$ cat src/rtl/bit_stream_serializer.sv
// Purpose: word-to-bit serializer feeding the BBCBC pattern detector (d_o=1 is B, d_o=0 is C).
// Latency: a word accepted at edge k puts its first bit on d_o with valid_o=1 in the cycle after edge k.
// Backpressure: wready_o drops while a pending word is held or flush_i is high; the bit stream itself never stalls
//   unless SER_PAUSE_EN is defined, which adds pause_i to hold the shifter.
//
// Ports:
//   clk, rst_n          clock, asynchronous active-low reset
//   wdata_i/wvalid_i    input word and its valid; wready_o accepts it on wvalid_i && wready_o
//   flush_i             synchronous discard of the in-flight and pending words
//   pause_i             (SER_PAUSE_EN only) freezes the shifter and counter
//   d_o/valid_o         serial bit and its qualifier
//   busy_o              shifter active or a pending word held
// Configuration macro: SER_PAUSE_EN (undefined by default).

module bit_stream_serializer #(
  parameter int WIDTH     = 8,
  parameter bit MSB_FIRST = 1'b1
) (
  input  logic             clk,
  input  logic             rst_n,
  input  logic [WIDTH-1:0] wdata_i,
  input  logic             wvalid_i,
  output logic             wready_o,
  input  logic             flush_i,
`ifdef SER_PAUSE_EN
  input  logic             pause_i,
`endif
  output logic             d_o,
  output logic             valid_o,
  output logic             busy_o
);

  localparam int CW = (WIDTH > 1) ? $clog2(WIDTH) : 1;
  localparam logic [CW-1:0] LAST_IDX = CW'(WIDTH - 1);

  // One-hot style encoding leaves illegal codes (00, 11) that fall back to IDLE.
  typedef enum logic [1:0] {
    S_IDLE  = 2'b01,
    S_SHIFT = 2'b10
  } state_t;

  state_t           state_q, state_d;
  logic [WIDTH-1:0] shreg_q, shreg_d;
  logic [CW-1:0]    cnt_q,   cnt_d;
  logic [WIDTH-1:0] pend_q,  pend_d;
  logic             pend_full_q, pend_full_d;

  logic             pause;
  logic             shifting;
  logic             advance;
  logic             accept;
  logic             wready;
  logic             cur_bit;
  logic [WIDTH-1:0] shreg_shifted;

`ifdef SER_PAUSE_EN
  assign pause = pause_i;
`else
  assign pause = 1'b0;
`endif

  assign shifting = (state_q == S_SHIFT);
  // A bit is consumed on every valid cycle; pause is the only thing that stops it.
  assign advance  = shifting && !pause;
  assign wready   = !pend_full_q && !flush_i;
  assign accept   = wvalid_i && wready;

  // The bit on d_o always sits at the output end of shreg; shifting moves the next one in.
  assign cur_bit       = MSB_FIRST ? shreg_q[WIDTH-1] : shreg_q[0];
  assign shreg_shifted = MSB_FIRST ? {shreg_q[WIDTH-2:0], 1'b0}
                                   : {1'b0, shreg_q[WIDTH-1:1]};

  // State register
  always_ff @(posedge clk or negedge rst_n) begin
    if (!rst_n) begin
      state_q     <= S_IDLE;
      shreg_q     <= '0;
      cnt_q       <= '0;
      pend_q      <= '0;
      pend_full_q <= 1'b0;
    end else begin
      state_q     <= state_d;
      shreg_q     <= shreg_d;
      cnt_q       <= cnt_d;
      pend_q      <= pend_d;
      pend_full_q <= pend_full_d;
    end
  end

  // Next-state logic
  always_comb begin
    state_d     = state_q;
    shreg_d     = shreg_q;
    cnt_d       = cnt_q;
    pend_d      = pend_q;
    pend_full_d = pend_full_q;

    if (flush_i) begin
      // Flush outranks every transition and drops both words.
      state_d     = S_IDLE;
      shreg_d     = '0;
      cnt_d       = '0;
      pend_full_d = 1'b0;
    end else begin
      case (state_q)
        S_IDLE: begin
          if (accept) begin
            shreg_d = wdata_i;
            cnt_d   = '0;
            state_d = S_SHIFT;
          end
        end

        S_SHIFT: begin
          if (!advance) begin
            // Paused: shifter and counter hold, but the pending slot still fills.
            if (accept) begin
              pend_d      = wdata_i;
              pend_full_d = 1'b1;
            end
          end else if (cnt_q != LAST_IDX) begin
            shreg_d = shreg_shifted;
            cnt_d   = cnt_q + CW'(1);
            if (accept) begin
              pend_d      = wdata_i;
              pend_full_d = 1'b1;
            end
          end else begin
            // Last bit: chain straight into the next word so there is no gap.
            // accept cannot coincide with a pend drain since wready is low while pend_full.
            if (pend_full_q) begin
              shreg_d     = pend_q;
              cnt_d       = '0;
              pend_full_d = 1'b0;
            end else if (accept) begin
              shreg_d = wdata_i;
              cnt_d   = '0;
            end else begin
              state_d = S_IDLE;
              shreg_d = '0;
              cnt_d   = '0;
            end
          end
        end

        default: begin
          state_d     = S_IDLE;
          shreg_d     = '0;
          cnt_d       = '0;
          pend_full_d = 1'b0;
        end
      endcase
    end
  end

  // Output logic
  always_comb begin
    wready_o = wready;
    valid_o  = shifting && !pause;
    d_o      = shifting ? cur_bit : 1'b0;
    busy_o   = shifting || pend_full_q;
  end

endmodule

$ cat config.mk
export PLATFORM = sky130hd
export DESIGN_NAME = bit_stream_serializer
export DESIGN_NICKNAME = d
export VERILOG_FILES = /design/src/rtl/bit_stream_serializer.sv
export SDC_FILE = /design/constraint.sdc
export NUM_CORES = 1
export LEC_CHECK = 0
export ABC_AREA = 1
export BUFFER_PORTS_ARGS = -buffer_cell sky130_fd_sc_hd__buf_2
export CAP_MARGIN = 25
export CORE_MARGIN = 1.5
export CORE_UTILIZATION = 35
export CTS_CLUSTER_SIZE = 28
export DETAILED_ROUTE_END_ITERATION = 10
export GPL_TIMING_DRIVEN = 0
export PLACE_DENSITY_LB_ADDON = 0.2
export SYNTH_ARGS = -nofsm -noshare
export SYNTH_HDL_FRONTEND = slang
export SYNTH_SLANG_ARGS = --single-unit
$ cat constraint.sdc
create_clock -name clk -period 2.4 [get_ports clk]
set_input_delay 0.6 -clock clk [delete_from_list [all_inputs] [get_ports clk]]
set_output_delay 0.6 -clock clk [all_outputs]
set_load 0.01 [all_outputs]
==> results.yml, run 1 <==
worst_setup_path:
  crit_required_ns: 1.80
  critical_path.max_fanout: 5
  start_kind: "flip-flop"
  crit_path_end_kind: "output pin"
  crit_type: "reg2out"
  cp_data_arrival_time_ns: 1.47
  rrSetupSlack_ns: 0.70
global_routing:
  groute.usage.overall: 0.171
  grt_pass1_wl_um: 4720
  antenna_found_initial: 0
  grt_pass1_vias: 1083
  grt_overflow: 0
  grt_max_degree: 23
timing:
  tns_ns: 0
  max-slew-margin-rel: 0.639
  rsz0062_at_grt: "false"
  finClkSkew_ns: 0.0204
  hold_viol_final: 0
  fin_crit_sh: 0.861
  slew_viol_final: 0
  post-route-min-period_ns: 2.07
  max_freq_ghz: 0.484
  setup_slack_ns: 0.333
  worst_slew_pin_slew_ns: 0.539
  hold_slack_ns: 0.225
  setup_viol: 0
routing:
  dr.pass1.iters: 4
  vias: 1071
  via_per_inst: 4.74
  drc: 0
  first_iter_violations: 50
  wirelength_um: 2750
  wl_per_cell_um: 12.2
  ant_nets: 0
place:
  place_inst: 222
  dp_hpwl_um: 2060
  port_buffers: 15
  placed_cell_area_um2: 1340
  place.gp.congestion: 0.789
  pre_cts_ws_ns: 0.672
pwr:
  power.total_mw: 1.33
  max-vdd-ir-drop_uv: 574
  power.density_nw_per_um2: 955
  p_leak_nw: 0.822
clock_network:
  hold_buffers: 0
  cts_made_buffers: 3
  ctsResizeCount: 0
  htree_levels: 1
  cts_root_buf: "clkbuf_4"
  cts_buffer_depth: 2
  cts_sinks: 22
  postCtsSetupBuffers: 0
  clock_latency_ns: 0.32
  clk_pin_slew_worst_paths_ns: 0.14
  cts_tree: "done"
logic_synthesis:
  ys_ff_latch: 22
  synthCells: 161
  synth_nets: 177
  yosysUniqueCellTypes: 17
  syn-cell-area_um2: 1210
  yosys_warnings: 0
  ys_seq_area_frac: 0.456
  avgSynthCellArea_um2: 7.52
run_status:
  status: "finished, final reports clean"
finish:
  final_core_utilization: 0.418
  n_antenna_cell: 0
  nets: 197
  instances_no_fill: 226
  postLayoutCellArea_um2: 1400
  layout-drive-gt1-share: 0.178
  syn_to_final_growth_pct: 15.3
die:
  pin_count: 16
  die_height_um: 61.8
  die_area_um2: 3820
  dieWidth_um: 61.8
  rows: 21
  core-area_um2: 3340
  initial_core_util: 0.363
hold_path:
  worstHoldPathType: "in2async"
run:
  drv_cap: 0
## cells by family after synthesis
group,Yosys count,synth area share
buf+inv,16,0.0651
compound gates,12,0.0517
simple gates,107,0.386
flops,22,0.456
fa+ha+maj,4,0.0413
## path summary, 6_finish.rpt
kind,start,end,cells after the start
min in group clk,state_q[0],state_q[0],2
hold reg to reg,state_q[0],state_q[0],2
setup / recovery,state_q[0],busy_o,5
setup reg to reg,cnt_q[0],shreg_q[3],7
max in group asynchronous,rst_n,state_q[0],1
hold / removal,rst_n,shreg_q[1],1
## synthesized netlist by cell type
library cell	instances	area (um2)
dfstp_2	1	26.3
nand2_1	78	293
dfrtp_1	21	526
nand2_2	2	12.5
nand2_4	3	33.8
o21ai_0	4	20.0
ha_1	4	50.1
a21boi_1	1	7.51
nor2_8	1	20.0
nor2_1	10	37.5
buf_4	1	7.51
inv_2	2	7.51
inv_1	11	41.3
nor2_4	1	11.3
a21oi_1	7	35.0
buf_6	2	22.5
nand3_1	12	60.1
## cell usage in the layout, fill, tap and decap left out, drive strengths merged
cell,instances
nand2,83
dfrtp,21
buf,18
inv,13
nand3,12
nor2,12
a21oi,7
o21ai,4
ha,4
clkbuf,3
a21boi,1
bufinv,1
dfstp,1
## worst max-delay path: stages, from the launching register on
cell and delay [ns]:
dfstp_2 0.56, inv_1 0.04, ha_1 0.28, inv_1 0.10, nand2_1 0.05, buf_2 0.13
## layout make-up
cell class | instances | area [um2]
fillers | 364 | 1940
repair buffers | 15 | 75.1
clock buffers | 3 | 22.5
flip-flops and latches | 22 | 552
clock inverters | 1 | 30.0
inverters | 13 | 48.8
multi-input cells | 123 | 581
plain buffers | 3 | 30.0
well taps | 46 | 57.6
## sequential cells by signal (all words and copies together), names as in the netlist
register and flops:
pend_q 8, pend_full_q 1, cnt_q 3, shreg_q 8, state_q 2
## where the power goes
| group | switching, mW | internal (mW) | total [mW] |
|---|---|---|---|
| Clock | 0.118 | 0.169 | 0.287 |
| Combinational | 0.327 | 0.173 | 0.500 |
| Sequential | 0.0628 | 0.484 | 0.547 |
| Total | 0.508 | 0.826 | 1.33 |
## metal layers
layer / wire length, um / share of wire / vias to the layer above / track usage
li1: - / - / 534 / -
met1: 1290 / 0.47 / 515 / 0.191
met2: 1330 / 0.48 / 17 / 0.322
met3: 91 / 0.033 / 5 / 0.0290
met4: 40 / 0.015 / 0 / 0.0638
met5: 0 / 0 / - / 0
(Power assumes the default switching activity.)
==> run 2: changes to the inputs <==
--- a/config.mk
+++ b/config.mk
@@ -10,10 +10,11 @@
 export CAP_MARGIN = 25
 export CORE_MARGIN = 1.5
 export CORE_UTILIZATION = 35
+export CTS_BUF_LIST = sky130_fd_sc_hd__clkbuf_16
 export CTS_CLUSTER_SIZE = 28
 export DETAILED_ROUTE_END_ITERATION = 10
 export GPL_TIMING_DRIVEN = 0
-export PLACE_DENSITY_LB_ADDON = 0.2
+export SKIP_CTS_REPAIR_TIMING = 1
 export SYNTH_ARGS = -nofsm -noshare
 export SYNTH_HDL_FRONTEND = slang
 export SYNTH_SLANG_ARGS = --single-unit
==> results.yml, run 2 (synthesis results as in run 1) <==
run_status:
  status: "finished, final reports clean"
finish:
  fill_cells: 360
  final_common_cell: "nand2_1"
  mostFrequentLayoutCells: "nand2_1, dfrtp_1, buf_2"
  instances_no_fill: 226
  nets: 197
  syn_to_final_growth_pct: 19.6
  n_antenna_cell: 0
  top_regs: "pend_q (8), shreg_q (8), cnt_q (3)"
  layout-drive-gt1-share: 0.178
pwr:
  p_leak_nw: 0.845
  max-vdd-ir-drop_uv: 527
  power.density_nw_per_um2: 1040
global_routing:
  grt_pass1_wl_um: 4570
  grt_max_degree: 23
  groute.usage.overall: 0.164
  grt_pass1_vias: 1105
  antenna_found_initial: 0
  grt_overflow: 0
timing:
  worst_slew_pin_slew_ns: 0.505
  tns_ns: 0
  max-slew-margin-rel: 0.664
  setup_viol: 0
  hold_viol_final: 0
  post-route-min-period_ns: 1.98
  rsz0062_at_grt: "false"
  finClkSkew_ns: 0.00343
  slew_viol_final: 0
  fin_crit_sh: 0.825
  max_freq_ghz: 0.505
die:
  die_area_um2: 3820
  pin_count: 16
  core-area_um2: 3340
  rows: 21
  dieWidth_um: 61.8
  die_height_um: 61.8
  initial_core_util: 0.363
clock_network:
  clk_pin_slew_worst_paths_ns: 0.06
  cts_made_buffers: 3
  cts_sinks: 22
  cts_tree: "done"
  cts_root_buf: "clkbuf_16"
  clock_latency_ns: 0.25
  cts_buffer_depth: 2
  htree_levels: 1
place:
  dp_hpwl_um: 2000
  place.gp.congestion: 0.771
  place_inst: 222
  port_buffers: 15
routing:
  first_iter_violations: 49
  drc: 0
  wirelength_um: 2660
  via_per_inst: 4.69
  dr.pass1.iters: 4
  ant_nets: 0
  wl_per_cell_um: 11.7
  vias: 1060
run:
  drv_cap: 0
worst_setup_path:
  cp_data_arrival_time_ns: 1.38
  crit_path_end_kind: "output pin"
  start_kind: "flip-flop"
  rrSetupSlack_ns: 0.73
  crit_type: "reg2out"
  critical_path.max_fanout: 5
  timing.rr.end: "shreg_q[3]"
  reg2reg_depth: 10
  crit_required_ns: 1.80
  reg2reg_from: "state_q[0]"
hold_path:
  worstHoldPathType: "in2async"
-- run 2: metal layers --
metal  part of all wire  global-route usage
met1               0.48               0.187
met2               0.48               0.302
met3              0.039              0.0393
met4             0.0053              0.0456
met5                  0                   0
-- run 2: critical path, cell delays in order (launching register included) --
cell	delay, ns
dfstp_2	0.54
inv_1	0.04
ha_1	0.26
inv_1	0.10
nand2_1	0.05
buf_2	0.13
-- run 2: metrics by stage --
stage	util	hold WS (ns)	worst slack [ns]	instance area (um2)	total power, mW
2_1_floorplan	-	0.304	0.804	1210	0.916
6_report	0.434	0.309	0.421	1450	1.50
3_5_place_dp	0.403	0.459	0.686	1340	1.05
3_3_place_gp	0.403	0.455	0.682	1340	1.03
5_1_grt	0.434	0.341	0.341	1450	1.61
4_1_cts	0.434	0.319	0.402	1450	1.52
-- run 2: layout make-up --
| cell class | count | area (um2) | share of cell area |
|---|---|---|---|
| Clock inverter | 1 | 30.0 | 0.0207 |
| Timing Repair Buffer | 15 | 75.1 | 0.0518 |
| Inverter | 13 | 48.8 | 0.0337 |
| Sequential cell | 22 | 552 | 0.381 |
| Tap cell | 46 | 57.6 | 0.0397 |
| Multi-Input combinational cell | 123 | 581 | 0.401 |
| Clock buffer | 3 | 75.1 | 0.0518 |
| Buffer | 3 | 30.0 | 0.0207 |
-- run 2: how the worst max path moves through the flow --
| stage | slack, ns | endpoint | startpoint | cells after the start |
|---|---|---|---|---|
| after detailed placement | 0.69 | busy_o | state_q[0] | 5 |
| after CTS | 0.40 | busy_o | state_q[0] | 5 |
| after global routing | 0.34 | busy_o | state_q[0] | 5 |
| after global placement | 0.68 | busy_o | state_q[0] | 5 |
| final | 0.42 | busy_o | state_q[0] | 5 |
| after floorplan | 0.80 | busy_o | state_q[0] | 4 |
-- run 2: where the power goes --
part | internal, mW | leakage [nW] | switching (mW)
registers | 0.486 | 0.295 | 0.0614
logic | 0.173 | 0.499 | 0.316
clock network | 0.331 | 0.0511 | 0.134
